--- config.mk ---
export PLATFORM = sky130hd
export DESIGN_NAME = cnt6
export DESIGN_NICKNAME = d
export VERILOG_FILES = /design/src/rtl/cnt6_pkg.sv /design/src/rtl/cnt6_onehot_dec.sv /design/src/rtl/cnt6.sv
export SDC_FILE = /design/constraint.sdc
export NUM_CORES = 1
export LEC_CHECK = 0
export ABC_AREA = 1
export CORE_AREA = 2 2 39 41
export CTS_CLUSTER_SIZE = 8
export DETAILED_ROUTE_END_ITERATION = 7
export DIE_AREA = 0 0 41 43
export HOLD_SLACK_MARGIN = 0.03
export MAX_ROUTING_LAYER = met4
export SYNTH_ARGS = -nofsm -noshare
export SYNTH_HDL_FRONTEND = slang
export SYNTH_SLANG_ARGS = --single-unit
--- constraint.sdc ---
create_clock -name CLK -period 1.54 [get_ports CLK]
set_input_delay 0.231 -clock CLK [delete_from_list [all_inputs] [get_ports CLK]]
set_output_delay 0.231 -clock CLK [all_outputs]
set_load 0.005 [all_outputs]
--- src/rtl/cnt6_pkg.sv ---
// Shared constants, count type and wrap-aware next-count function for the
// six-phase sequencer.
`timescale 1ns/1ps
package cnt6_pkg;

  localparam int CNT6_MODULUS = 6;
  localparam int CNT6_QW      = 3;
  localparam int CNT6_SW      = 8;

  typedef logic [CNT6_QW-1:0] cnt_t;

  // Compare before increment so the sum never needs bit QW; any value at or
  // above the last legal state (including upset values 6/7) returns to 0.
  function automatic cnt_t cnt6_next(input cnt_t q, input int unsigned modulus);
    return (32'(q) >= (modulus - 32'd1)) ? '0 : q + cnt_t'(1);
  endfunction

endpackage

--- src/rtl/cnt6_onehot_dec.sv ---
// Combinational binary-to-one-hot decoder: o_s[i] is high iff i_q == i.
`timescale 1ns/1ps
module cnt6_onehot_dec #(
  parameter int QW = 3,
  parameter int SW = 8
) (
  input  logic [QW-1:0] i_q,
  output logic [SW-1:0] o_s
);

  generate
    for (genvar gi = 0; gi < SW; gi++) begin : g_bit
      assign o_s[gi] = (i_q == QW'(gi));
    end
  endgenerate

endmodule

--- src/rtl/cnt6.sv ---
// Free-running modulo-6 up-counter with one-hot phase strobes on S.
// Reset is asynchronous and forces Q = 0 / S = 8'h01 without a clock edge.
`timescale 1ns/1ps
module cnt6
  import cnt6_pkg::*;
#(
  parameter int MODULUS = CNT6_MODULUS,
  parameter int QW      = CNT6_QW,
  parameter int SW      = CNT6_SW
) (
  input  logic          CLK,
  input  logic          RST,
  output logic [QW-1:0] Q,
  output logic [SW-1:0] S
);

  logic [QW-1:0] r_q;
  logic [QW-1:0] w_q_next;

  assign w_q_next = cnt6_next(r_q, MODULUS);

  always_ff @(posedge CLK or posedge RST) begin
    if (RST) begin
      r_q <= '0;
    end else begin
      r_q <= w_q_next;
    end
  end

  assign Q = r_q;

  cnt6_onehot_dec #(
    .QW (QW),
    .SW (SW)
  ) u_dec (
    .i_q (r_q),
    .o_s (S)
  );

endmodule

==> out/summary.json <==
{
  "status": {"value": "completed"},
  "syn_inst": {"value": 32},
  "diodes": {"value": 0},
  "antenna_violating_nets_post_route": {"value": 0},
  "seq_area_frac_synth": {"value": 29.9, "unit": "%"},
  "yosysWarnings": {"value": 0},
  "viasPerCell": {"value": 3.41},
  "placed_cell_area": {"value": 395, "unit": "µm²"},
  "globalplace.congestion": {"value": 0.702},
  "cell_area_after_layout": {"value": 450, "unit": "µm²"},
  "fin_worst_skew": {"value": 0.000396, "unit": "ns"},
  "dp.final_hpwl": {"value": 340, "unit": "µm"},
  "hold_violations": {"value": 0},
  "postCtsHoldBufs": {"value": 0},
  "largest_reg_flops": {"value": 3},
  "period_utilization_post_route": {"value": 97.5, "unit": "%"},
  "synth.lib_cells_used.distinct": {"value": 7},
  "wire_length_of_the_first_global_routing_pass": {"value": 765, "unit": "µm"},
  "wl": {"value": 511, "unit": "µm"},
  "floorplan.core_area": {"value": 1380, "unit": "µm²"},
  "crit_type": {"value": "flip-flop to primary output"},
  "grt_total_usage": {"value": 7.73, "unit": "%"},
  "timing.critical_path.required": {"value": 1.31, "unit": "ns"},
  "number_of_buffers_on_the_longest_clock_path": {"value": 2},
  "boundaryPins": {"value": 13},
  "fp-row-count": {"value": 14},
  "fillCellCount": {"value": 156},
  "cts.clk_slew.worst_paths": {"value": 0.04, "unit": "ns"},
  "element_type_at_the_critical_path_start": {"value": "flip-flop"},
  "tritoncts": {"value": "built"},
  "maximum_number_of_pins_on_one_net_before_global_route_repair": {"value": 11},
  "port_buffers": {"value": 12},
  "cts_root_buffer": {"value": "sky130_fd_sc_hd__clkbuf_4"},
  "syn_nets": {"value": 40},
  "fin_cells": {"value": 68},
  "chipWidth": {"value": 41, "unit": "µm"},
  "floorplan.initialDensity": {"value": 18.2, "unit": "%"},
  "tritoncts.num_buffers": {"value": 3},
  "end_kind": {"value": "primary output"},
  "fin_worst_hold_slack": {"value": 0.166, "unit": "ns"},
  "final-max-slew-violation-count": {"value": 0},
  "post_synth.cell_area_avg": {"value": 7.86, "unit": "µm²"},
  "timing.final.crit_period": {"value": 1.50, "unit": "ns"},
  "hold_path_class": {"value": "primary input to asynchronous set/reset pin"},
  "insertion_delay": {"value": 0.23, "unit": "ns"},
  "chipHeight": {"value": 43, "unit": "µm"},
  "critical_path.max_fanout": {"value": 4},
  "drt_drc_violations_left": {"value": 0},
  "worst_slew_margin_rel": {"value": 87.4, "unit": "%"},
  "htree_num_levels": {"value": 1},
  "setup_violations": {"value": 0},
  "drt_pass1_iterations": {"value": 2},
  "achievable-frequency": {"value": 0.666, "unit": "GHz"},
  "vias": {"value": 232},
  "power_density": {"value": 490, "unit": "nW/µm²"},
  "first_global_vias": {"value": 207},
  "drv_cap": {"value": 0},
  "placed_instance_count": {"value": 61},
  "first_iter_violations": {"value": 1},
  "slew_of_the_pin_with_the_lowest_slew_margin": {"value": 0.189, "unit": "ns"},
  "rsz0062_at_grt": {"value": "yes"},
  "area_growth_syn_to_layout": {"value": 79.1, "unit": "%"},
  "avgRoutedWirePerCell": {"value": 7.51, "unit": "µm"},
  "syn-cell-area": {"value": 251, "unit": "µm²"},
  "synth_seq_cells": {"value": 3},
  "arrival": {"value": 1.27, "unit": "ns"},
  "globalRouteOverflowTotal": {"value": 0},
  "finish.net_count": {"value": 61},
  "design.die.area": {"value": 1760, "unit": "µm²"},
  "power.ir.vdd_worst": {"value": 0.172, "unit": "mV"},
  "leakage": {"value": 0.317, "unit": "nW"},
  "number_of_antenna_violations_at_the_first_check_in_global_routing": {"value": 0},
  "cts.sinks": {"value": 3},
  "fraction_of_layout_cells_with_a_size_suffix_above_1": {"value": 40.4, "unit": "%"}
}
path summary, 6_finish.rpt:
check / from / end / slack, ns / depth (start not counted)
setup reg to reg: Q[1] / Q[2] / 0.39 / 4
setup / recovery: Q[1] / Q[1] / 0.04 / 2
hold / removal: RST / Q[0] / 0.17 / 2
hold reg to reg: Q[2] / Q[2] / 0.69 / 3
min in group CLK: Q[2] / Q[2] / 0.69 / 3
max in group asynchronous: RST / Q[2] / 1.24 / 2
final cells by class:
| class | count | area (µm²) | share of cell area (%) |
|---|---|---|---|
| inverter | 11 | 41.3 | 9.17 |
| sequential | 3 | 77.6 | 17.2 |
| multi-input combinational | 17 | 139 | 30.8 |
| timing repair buffer | 17 | 146 | 32.5 |
| tap | 16 | 20.0 | 4.44 |
| clock buffer | 4 | 26.3 | 5.83 |
synth_stat cells:
master                     n  share of area [%]
sky130_fd_sc_hd__inv_1    11                 16
sky130_fd_sc_hd__nand2_2   3                7.5
sky130_fd_sc_hd__ha_1      6                 30
sky130_fd_sc_hd__nand2_1   2                3.0
sky130_fd_sc_hd__dfrtp_1   3                 30
sky130_fd_sc_hd__nor2_1    6                9.0
sky130_fd_sc_hd__buf_6     1                4.5
layer usage:
layer	wire, µm	GRT usage, %	vias up
met5	0	-	-
met4	9	12.0	0
met3	40	3.14	2
met2	276	10.6	7
met1	185	5.50	98
li1	-	-	125
placed cells by master, fill, tap and decap left out, drive strengths merged:
| cell | n |
|---|---|
| buf | 6 |
| clkbuf | 7 |
| clkdlybuf4s50 | 3 |
| dfrtp | 3 |
| dlygate4sd2 | 2 |
| dlymetal6s2s | 3 |
| ha | 6 |
| inv | 11 |
| nand2 | 5 |
| nor2 | 6 |
cells by family after synthesis:
logic type	synth area share, %
buffers and inverters	20.9
DFF	29.8
and+or+nand+nor	19.4
adders and majority gates	29.8
metrics by stage:
| step | TNS [ns] | power, W | setup slack [ns] | utilization, % |
|---|---|---|---|---|
| floorplan | 0 | 0.0000816 | 0.491 | - |
| global placement | 0 | 0.0000843 | 0.0219 | 28.6 |
| detailed placement | 0 | 0.0000844 | 0.0255 | 28.6 |
| CTS | -0.556 | 0.000230 | -0.202 | 30.9 |
| global route | -0.0145 | 0.000238 | -0.00893 | 32.5 |
| finish | 0 | 0.000221 | 0.0387 | 32.5 |
what timing repair did:
action	CTS	global route
setup buffers	1	2
resized for setup	11	15
endpoints found under the setup margin	9	9
pin swaps	0	0
critical path, stage by stage, from the launching register on:
cell	delay (ns)
sky130_fd_sc_hd__dfrtp_1	0.41
sky130_fd_sc_hd__buf_4	0.14
sky130_fd_sc_hd__clkdlybuf4s50_1	0.49
power by group:
| part | total [W] | leakage (nW) | internal, W | switching (W) |
|---|---|---|---|---|
| Combinational | 0.00000398 | 0.266 | 0.00000237 | 0.00000161 |
| Sequential | 0.0000792 | 0.0359 | 0.0000792 | 0 |
| Clock | 0.000137 | 0.0150 | 0.0000971 | 0.0000404 |
Power figures use the tool's default switching activity.
